`config.mk`:
```
export PLATFORM = sky130hd
export DESIGN_NAME = vga_timing_gen_flat
export DESIGN_NICKNAME = d
export VERILOG_FILES = /design/src/rtl/vga_timing_gen_if.sv /design/src/rtl/vga_timing_gen.sv /design/src/flat_wrapper.sv
export SDC_FILE = /design/constraint.sdc
export NUM_CORES = 1
export LEC_CHECK = 0
export CORE_MARGIN = 2
export CORE_UTILIZATION = 40
export CTS_CLUSTER_DIAMETER = 50
export DETAILED_ROUTE_END_ITERATION = 8
export SLEW_MARGIN = 20
export SYNTH_ARGS = -nofsm -noshare
export SYNTH_HDL_FRONTEND = slang
export SYNTH_SLANG_ARGS = --single-unit
export TNS_END_PERCENT = 50
```
`constraint.sdc`:
```
create_clock -name clk_pixel -period 3.4 [get_ports clk_pixel]
set_input_delay 0.34 -clock clk_pixel [delete_from_list [all_inputs] [get_ports clk_pixel]]
set_output_delay 0.34 -clock clk_pixel [all_outputs]
set_load 0.05 [all_outputs]
```
`src/rtl/vga_timing_gen_if.sv`:
```
`default_nettype none
// ============================================================================
// Module   : vga_timing_gen_if
// Purpose  : Raster timing bundle between the timing generator and its users.
// Revision : 1.0
// ============================================================================
interface vga_timing_gen_if #(
  parameter int HW = 11,
  parameter int VW = 10
);
  logic          enable;
  logic          hsync;
  logic          vsync;
  logic          hblank;
  logic          vblank;
  logic          de;
  logic [HW-1:0] x;
  logic [VW-1:0] y;
  logic          line_start;
  logic          frame_start;
  logic          fetch_valid;
  logic [HW-1:0] fetch_x;
  logic [VW-1:0] fetch_y;

  // Generator side: produces timing, consumes the advance enable.
  modport master (
    input  enable,
    output hsync, vsync, hblank, vblank, de, x, y,
    output line_start, frame_start,
    output fetch_valid, fetch_x, fetch_y
  );

  // Consumer side: pixel pipeline, line buffers and pin drivers.
  modport slave (
    output enable,
    input  hsync, vsync, hblank, vblank, de, x, y,
    input  line_start, frame_start,
    input  fetch_valid, fetch_x, fetch_y
  );
endinterface
`default_nettype wire

```
`src/rtl/vga_timing_gen.sv`:
```
`default_nettype none
// ============================================================================
// Module   : vga_timing_gen
// Purpose  : Programmable H/V raster timing with a pixel-fetch lookahead port.
// Revision : 1.0
// ============================================================================
module vga_timing_gen #(
  parameter int H_ACTIVE  = 800,
  parameter int H_FP      = 40,
  parameter int H_SYNC    = 128,
  parameter int H_BP      = 88,
  parameter int V_ACTIVE  = 600,
  parameter int V_FP      = 1,
  parameter int V_SYNC    = 4,
  parameter int V_BP      = 23,
  parameter bit H_POL     = 1'b1,
  parameter bit V_POL     = 1'b1,
  parameter int LOOKAHEAD = 2,
  parameter int HW        = 11,
  parameter int VW        = 10
) (
  input  logic             clk_pixel,
  input  logic             reset_n,
  vga_timing_gen_if.master vga
);

  localparam int H_TOTAL = H_ACTIVE + H_FP + H_SYNC + H_BP;
  localparam int V_TOTAL = V_ACTIVE + V_FP + V_SYNC + V_BP;

  localparam logic [HW-1:0] H_LAST = HW'(H_TOTAL - 1);
  localparam logic [VW-1:0] V_LAST = VW'(V_TOTAL - 1);

  // Region bounds carry one extra bit so an end bound equal to 2^W cannot wrap.
  localparam logic [HW:0] H_ACT_END = (HW+1)'(H_ACTIVE);
  localparam logic [HW:0] HS_BEG    = (HW+1)'(H_ACTIVE + H_FP);
  localparam logic [HW:0] HS_END    = (HW+1)'(H_ACTIVE + H_FP + H_SYNC);
  localparam logic [VW:0] V_ACT_END = (VW+1)'(V_ACTIVE);
  localparam logic [VW:0] VS_BEG    = (VW+1)'(V_ACTIVE + V_FP);
  localparam logic [VW:0] VS_END    = (VW+1)'(V_ACTIVE + V_FP + V_SYNC);

  typedef struct packed {
    logic          hsync;
    logic          vsync;
    logic          hblank;
    logic          vblank;
    logic          de;
    logic          line_start;
    logic          frame_start;
    logic [HW-1:0] x;
    logic [VW-1:0] y;
  } disp_t;

  localparam disp_t IDLE = '{
    hsync:       ~H_POL,
    vsync:       ~V_POL,
    hblank:      1'b1,
    vblank:      1'b1,
    de:          1'b0,
    line_start:  1'b0,
    frame_start: 1'b0,
    x:           '0,
    y:           '0
  };

  logic [HW-1:0] h_cnt_q, h_cnt_d;
  logic [VW-1:0] v_cnt_q, v_cnt_d;
  disp_t         dec;
  logic          hs_act;
  logic          vs_act;

  // Stage 0 is the fetch stage; stage LOOKAHEAD drives the display outputs.
  disp_t pipe_q [LOOKAHEAD+1];
  disp_t pipe_d [LOOKAHEAD+1];

  always_comb begin
    h_cnt_d = h_cnt_q;
    v_cnt_d = v_cnt_q;
    if (vga.enable) begin
      if (h_cnt_q == H_LAST) begin
        h_cnt_d = '0;
        v_cnt_d = (v_cnt_q == V_LAST) ? '0 : v_cnt_q + 1'b1;
      end else begin
        h_cnt_d = h_cnt_q + 1'b1;
      end
    end
  end

  always_comb begin
    hs_act          = ({1'b0, h_cnt_q} >= HS_BEG) && ({1'b0, h_cnt_q} < HS_END);
    vs_act          = ({1'b0, v_cnt_q} >= VS_BEG) && ({1'b0, v_cnt_q} < VS_END);
    dec             = IDLE;
    dec.hsync       = H_POL ? hs_act : ~hs_act;
    dec.vsync       = V_POL ? vs_act : ~vs_act;
    dec.hblank      = ({1'b0, h_cnt_q} >= H_ACT_END);
    dec.vblank      = ({1'b0, v_cnt_q} >= V_ACT_END);
    dec.de          = ~dec.hblank & ~dec.vblank;
    dec.line_start  = (h_cnt_q == '0);
    dec.frame_start = (h_cnt_q == '0) && (v_cnt_q == '0);
    dec.x           = h_cnt_q;
    dec.y           = v_cnt_q;
  end

  always_comb begin
    pipe_d = pipe_q;
    if (vga.enable) begin
      pipe_d[0] = dec;
      for (int i = 1; i <= LOOKAHEAD; i++) begin
        pipe_d[i] = pipe_q[i-1];
      end
    end
  end

  always_ff @(posedge clk_pixel) begin
    if (!reset_n) begin
      h_cnt_q <= '0;
      v_cnt_q <= '0;
      for (int i = 0; i <= LOOKAHEAD; i++) begin
        pipe_q[i] <= IDLE;
      end
    end else begin
      h_cnt_q <= h_cnt_d;
      v_cnt_q <= v_cnt_d;
      for (int i = 0; i <= LOOKAHEAD; i++) begin
        pipe_q[i] <= pipe_d[i];
      end
    end
  end

  assign vga.fetch_valid = pipe_q[0].de;
  assign vga.fetch_x     = pipe_q[0].x;
  assign vga.fetch_y     = pipe_q[0].y;

  assign vga.hsync       = pipe_q[LOOKAHEAD].hsync;
  assign vga.vsync       = pipe_q[LOOKAHEAD].vsync;
  assign vga.hblank      = pipe_q[LOOKAHEAD].hblank;
  assign vga.vblank      = pipe_q[LOOKAHEAD].vblank;
  assign vga.de          = pipe_q[LOOKAHEAD].de;
  assign vga.x           = pipe_q[LOOKAHEAD].x;
  assign vga.y           = pipe_q[LOOKAHEAD].y;
  assign vga.line_start  = pipe_q[LOOKAHEAD].line_start;
  assign vga.frame_start = pipe_q[LOOKAHEAD].frame_start;

endmodule
`default_nettype wire

```
`src/flat_wrapper.sv`:
```
// flat-port wrapper written by rule: the top's interface ports become plain ports
module vga_timing_gen_flat 
#(
  parameter int H_ACTIVE  = 800,
  parameter int H_FP      = 40,
  parameter int H_SYNC    = 128,
  parameter int H_BP      = 88,
  parameter int V_ACTIVE  = 600,
  parameter int V_FP      = 1,
  parameter int V_SYNC    = 4,
  parameter int V_BP      = 23,
  parameter bit H_POL     = 1'b1,
  parameter bit V_POL     = 1'b1,
  parameter int LOOKAHEAD = 2,
  parameter int HW        = 11,
  parameter int VW        = 10
)
  (clk_pixel, reset_n, vga_enable, vga_hsync, vga_vsync, vga_hblank, vga_vblank, vga_de, vga_x, vga_y, vga_line_start, vga_frame_start, vga_fetch_valid, vga_fetch_x, vga_fetch_y);
  vga_timing_gen_if #(.HW(HW), .VW(VW)) vga_i ();
  input  logic clk_pixel;
  input  logic reset_n;
  input wire logic [$bits(vga_i.enable)-1:0] vga_enable;
  output wire logic [$bits(vga_i.hsync)-1:0] vga_hsync;
  output wire logic [$bits(vga_i.vsync)-1:0] vga_vsync;
  output wire logic [$bits(vga_i.hblank)-1:0] vga_hblank;
  output wire logic [$bits(vga_i.vblank)-1:0] vga_vblank;
  output wire logic [$bits(vga_i.de)-1:0] vga_de;
  output wire logic [$bits(vga_i.x)-1:0] vga_x;
  output wire logic [$bits(vga_i.y)-1:0] vga_y;
  output wire logic [$bits(vga_i.line_start)-1:0] vga_line_start;
  output wire logic [$bits(vga_i.frame_start)-1:0] vga_frame_start;
  output wire logic [$bits(vga_i.fetch_valid)-1:0] vga_fetch_valid;
  output wire logic [$bits(vga_i.fetch_x)-1:0] vga_fetch_x;
  output wire logic [$bits(vga_i.fetch_y)-1:0] vga_fetch_y;
  assign vga_i.enable = vga_enable;
  assign vga_hsync = vga_i.hsync;
  assign vga_vsync = vga_i.vsync;
  assign vga_hblank = vga_i.hblank;
  assign vga_vblank = vga_i.vblank;
  assign vga_de = vga_i.de;
  assign vga_x = vga_i.x;
  assign vga_y = vga_i.y;
  assign vga_line_start = vga_i.line_start;
  assign vga_frame_start = vga_i.frame_start;
  assign vga_fetch_valid = vga_i.fetch_valid;
  assign vga_fetch_x = vga_i.fetch_x;
  assign vga_fetch_y = vga_i.fetch_y;
  vga_timing_gen #(.H_ACTIVE(H_ACTIVE), .H_FP(H_FP), .H_SYNC(H_SYNC), .H_BP(H_BP), .V_ACTIVE(V_ACTIVE), .V_FP(V_FP), .V_SYNC(V_SYNC), .V_BP(V_BP), .H_POL(H_POL), .V_POL(V_POL), .LOOKAHEAD(LOOKAHEAD), .HW(HW), .VW(VW)) u_core (.clk_pixel(clk_pixel), .reset_n(reset_n), .vga(vga_i));
endmodule
```
==> Word level (Yosys, flattened, before mapping) <==
Index checks and enable logic that the tools add are counted.
W data, S select, Z words.
{ "word_totals": {"ff_bits": 105, "in_bits": 3, "wordCells": 50, "output_inout_bits": 50} }
{ "op_classes": {"addsub": 2, "order_cmp": 6, "bitwise_logic": 3, "reduce_logical": 6, "n_mux": 2, "n_eq_ne": 2} }
{ "op_table": {"columns": ["operator", "count"], "rows": [
  ["$ge A11 B10 Y1 const B", 2],
  ["$ge A10 B10 Y1 const B", 2],
  ["$add A11 B1 Y11 const B", 1],
  ["$eq A11 B11 Y1 const B", 1],
  ["$logic_not A11 Y1", 1],
  ["$lt A11 B10 Y1 const B", 1],
  ["$mux W11", 1],
  ["$add A10 B1 Y10 const B", 1],
  ["$eq A10 B10 Y1 const B", 1],
  ["$logic_not A10 Y1", 1],
  ["$lt A10 B10 Y1 const B", 1],
  ["$mux W10", 1],
  ["$logic_and A1 B1 Y1", 3],
  ["$not A1 Y1", 2],
  ["$reduce_and A2 Y1", 1],
  ["$and A1 B1 Y1", 1]
]} }

==> Logic depth before layout (Yosys ltp) <==
{ "logic_depth": {"word_depth": 3, "mapped_depth": 6, "depth_no_buf": 6} }

==> Least setup slack after synthesis <==
OpenSTA, ideal clock, no wires.
{ "synth_timing": {"kind": "register to register", "startpoint": "register u_core.h_cnt_q[6]", "endpoint": "register u_core.v_cnt_q[2]", "arrival_time_ns": 1.938, "t_required_ns": 3.267, "setup_slack_ns": 1.330, "path_stages_with_launch": 7, "synth_period_minus_slack_ns": 2.070, "path_buffers": 2, "path_cell_list": "dfxtp_1 or4_1 buf_2 or3_1 buf_2 o21ai_1 nor2_1"} }
{ "synth_between": {"elab_chain_len": 2} }
{ "synth_rtl": {"columns": ["element", "line", "source"], "rows": [
  ["from (decl)", "vga_timing_gen.sv:65", "logic [HW-1:0] h_cnt_q, h_cnt_d;"],
  ["from (signal assigned)", "vga_timing_gen.sv:121", "h_cnt_q <= h_cnt_d;"],
  ["$eq A11 B11 Y1", "vga_timing_gen.sv:79", "if (h_cnt_q == H_LAST) begin"],
  ["$reduce_and A2 Y1 (no source line)", null, null],
  ["to (signal assigned)", "vga_timing_gen.sv:122", "v_cnt_q <= v_cnt_d;"],
  ["to (decl)", "vga_timing_gen.sv:66", "logic [VW-1:0] v_cnt_q, v_cnt_d;"]
]} }
Every way passes these cells.
A chain may end at the register's enable or synchronous reset.

==> Worst setup path in the final report <==
{ "layout_timing": {"startpoint": "register u_core.h_cnt_q[0]", "endpoint": "register u_core.v_cnt_q[6]"} }
The elaborated chain is that of the path after synthesis.

==> summary.txt <==
Setup path
  – Worst setup SP type: flop
  – Arrival time worst endpoint: 2740 ps
  – Crit end category: flop
  – CP top delay family: simple AND/OR/NAND/NOR gates
  – WS Path Type: flop to flop
  – Worst Path Buf+Inv: 0
  – Required @ worst endpoint: 3670 ps
  – Worst reg2reg path depth: 5
  – CP max stage delay: 640 ps
  – Launching point of the worst reg2reg path: u_core.h_cnt_q[0]
  – Reg-to-reg critical path endpoint: u_core.v_cnt_q[6]
  – R2R Setup Slk: 930 ps
  – Critical Path Slowest Stage Cell: or3_1
  – Crit-path max FO: 11
  – CP cell instances: ha_1, nand4_1, or3_1, or4_1, a21oi_1

Synthesis
  – Largest cells by area after synthesis: dfxtp_1 45%, mux2i_1 17%, nor2b_1 10%
  – Most used DFF post-synth: dfxtp_1
  – Commonest cells post-synth: 105 x dfxtp_1, 77 x mux2i_1, 76 x nor2b_1
  – Most frequent cell after synthesis: dfxtp_1
  – Mapped Cells: 475
  – Synth Warn #: 0
  – Average size of a mapped cell: 9.775 sq um
  – Yosys cell types: 34
  – Number of flops mapped to enable cells by yosys: 0
  – Synth Cell Area: 4643 sq um
  – Synth async-reset ratio: 0
  – Post-synth top area cell: dfxtp_1
  – Share of the synthesized area in the top cell type: 0.4527
  – Synthesized flop and latch total: 105
  – Register area share after synthesis: 0.4527
  – Syn_nets: 483

Pwr
  – Pwr Total: 2.469 mW
  – P_leak: 1.930 nW
  – Cell Pwr Density: 470.9 nW/um^2
  – VDD IR max: 0.0002834 V

Place
  – Post-Place Worst Slack: 876.9 ps
  – Port Buf Inserts: 52
  – Placer Congestion: 0.7962
  – Post-DP HPWL: 5.545 mm
  – Area post-placement: 4923 sq um

Route
  – Remaining antenna violation count: 0
  – Via-to-Cell Ratio: 4.966
  – DRT Wirelength: 8.345 mm
  – TritonRoute pass-1 iters: 4
  – Wire per inst: 13.55 microns
  – Vias: 3059
  – Initial DRC count: 171
  – Post-route DRC: 0

Timing
  – Period minus WS final: 2468 ps
  – Slew Limit Fails: 0
  – Setup violators final: 0
  – Rel. slew slack: 0.5242
  – RSZ-0062 raised after global routing: false
  – Setup TNS: 0 ps
  – Fin. Hold Viols: 0
  – Worst slew pin tran: 713.7 ps
  – Period utilization: 0.7258
  – Clk_skew: 5.600 ps
  – Highest clock rate: 0.4052 GHz
  – Final Worst Setup Slack: 932.3 ps

Floorplan
  – Die area: 12490 sq um
  – Core region area: 11370 sq um
  – Die Y: 111.7 microns
  – Starting Density: 0.4084
  – Die X: 111.7 microns
  – Io pins: 53
  – Row Count: 39

Global routing
  – Largest net degree at the start of global routing: 51
  – GRT Total Usage: 0.1408
  – First-pass GRT wire length: 14.50 mm
  – Gr ovfl total: 0
  – Initial antenna violation count: 0
  – Vias in the first global route: 2944

Hold path
  – WHS Path Cells: 2
  – Hold Path End: u_core.pipe_q[52]
  – Hold Startpoint: u_core.pipe_q[52]
  – Tightest Hold Check Type: flop to flop

Status
  – Status: finished, final reports clean

Flow run
  – Maxcap violations: 0

Clocking
  – Clk buf depth: 2
  – Clock Sinks: 105
  – Setup bufs post-CTS: 0
  – Post_cts resized: 0
  – Root Driver: clkbuf_16
  – Hold buffers post-CTS: 0
  – H-tree Lvls: 3
  – Clk slew on worst S/H paths: 70 ps
  – CTS tree: built
  – CTS buffer count: 9
  – Latest clock arrival within the worst-skew pair: 340 ps

Cells and area
  – Final Core Density: 0.4611
  – Final instance area: 5243 sq um
  – Fraction of layout cells with a size suffix above 1: 0.04228
  – Area grow syn2layout: 12.91%
  – Nets: 476
  – # diodes: 0
-- layer usage --
metal / GRT usage / vias up / share of wire
met5: 0 / - / 0
met4: 0.06173 / 0 / 0.022
met3: 0.04137 / 18 / 0.044
met2: 0.2182 / 61 / 0.47
met1: 0.1828 / 1440 / 0.47
li1: - / 1540 / -
-- cells by family (layout without fill, tap and decap cells) --
| logic type | after synthesis | in the layout | share of synthesized area |
|---|---|---|---|
| and+or+nand+nor | 164 | 164 | 0.2043 |
| buffers and inverters | 81 | 79 | 0.09997 |
| AOI/OAI and AO/OA | 30 | 30 | 0.03907 |
| muxes | 77 | 77 | 0.1660 |
| DFF | 105 | 105 | 0.4527 |
| adders and majority gates | 5 | 5 | 0.01347 |
| xor gates and xnor gates | 13 | 13 | 0.02452 |
-- tightest hold or removal path, stage by stage (launching register included) --
cell     delay (ps)
dfxtp_1         330
mux2i_1          60
nand2_1          60
-- report_power, final --
| group | switching (mW) | total (mW) | internal (mW) |
|---|---|---|---|
| sequential | 0.00850 | 1.25 | 1.24 |
| clock | 0.455 | 1.10 | 0.648 |
| combinational | 0.0657 | 0.117 | 0.0509 |
| total | 0.529 | 2.47 | 1.94 |
-- cell type report --
cell class	count	area [sq um]
Clock buffer	10	229.0
Inverter	8	30.03
Clock inverter	6	90.09
Multi-Input combinational cell	289	2077
Sequential cell	105	2102
Fill cell	1110	6127
Tap cell	143	178.9
Timing Repair Buffer	55	535.5
-- worst max path at each step --
| stage | startpoint | end | slack (ps) | cells after the start |
|---|---|---|---|---|
| floorplan | u_core.h_cnt_q[6] | u_core.v_cnt_q[2] | 1330 | 6 |
| global placement | vga_enable | u_core.v_cnt_q[6] | 930 | 5 |
| detailed placement | vga_enable | u_core.v_cnt_q[6] | 880 | 5 |
| CTS | u_core.h_cnt_q[0] | u_core.v_cnt_q[6] | 970 | 5 |
| global route | u_core.h_cnt_q[0] | u_core.v_cnt_q[3] | 740 | 5 |
| finish | u_core.h_cnt_q[0] | u_core.v_cnt_q[6] | 930 | 5 |
-- per-stage QoR --
stage / hold WS [ps] / instances
final: 475.9 / 616
after global routing: 507.2 / 616
after CTS: 483.0 / 616
after detailed placement: 463.0 / 600
after global placement: 463.3 / 600
after floorplan: 439.3 / 475
-- sequential cells by signal, summed over array words and instances (netlist names) --
register and flops:
u_core.pipe_q 34, u_core.vga.line_start 1, u_core.vga.hblank 1, u_core.vga.vblank 1
u_core.vga.fetch_x 11, u_core.vga.de 1, u_core.vga.vsync 1, u_core.vga.fetch_valid 1
u_core.vga.fetch_y 10, u_core.vga.x 11, u_core.vga.y 10, u_core.vga.frame_start 1
u_core.v_cnt_q 10, u_core.h_cnt_q 11, u_core.vga.hsync 1
-- layout by cell type, fill, tap and decap left out, drive strengths merged, types with 9 or more instances in the layout --
cell,n
nand4,10
nand2,16
nor2b,76
mux2i,77
dfxtp,105
clkbuf,10
clkdlybuf4s50,50
o21ai,11
inv,9
nor2,15
xnor2,10
Note: power is estimated with default switching activity, not from simulation.
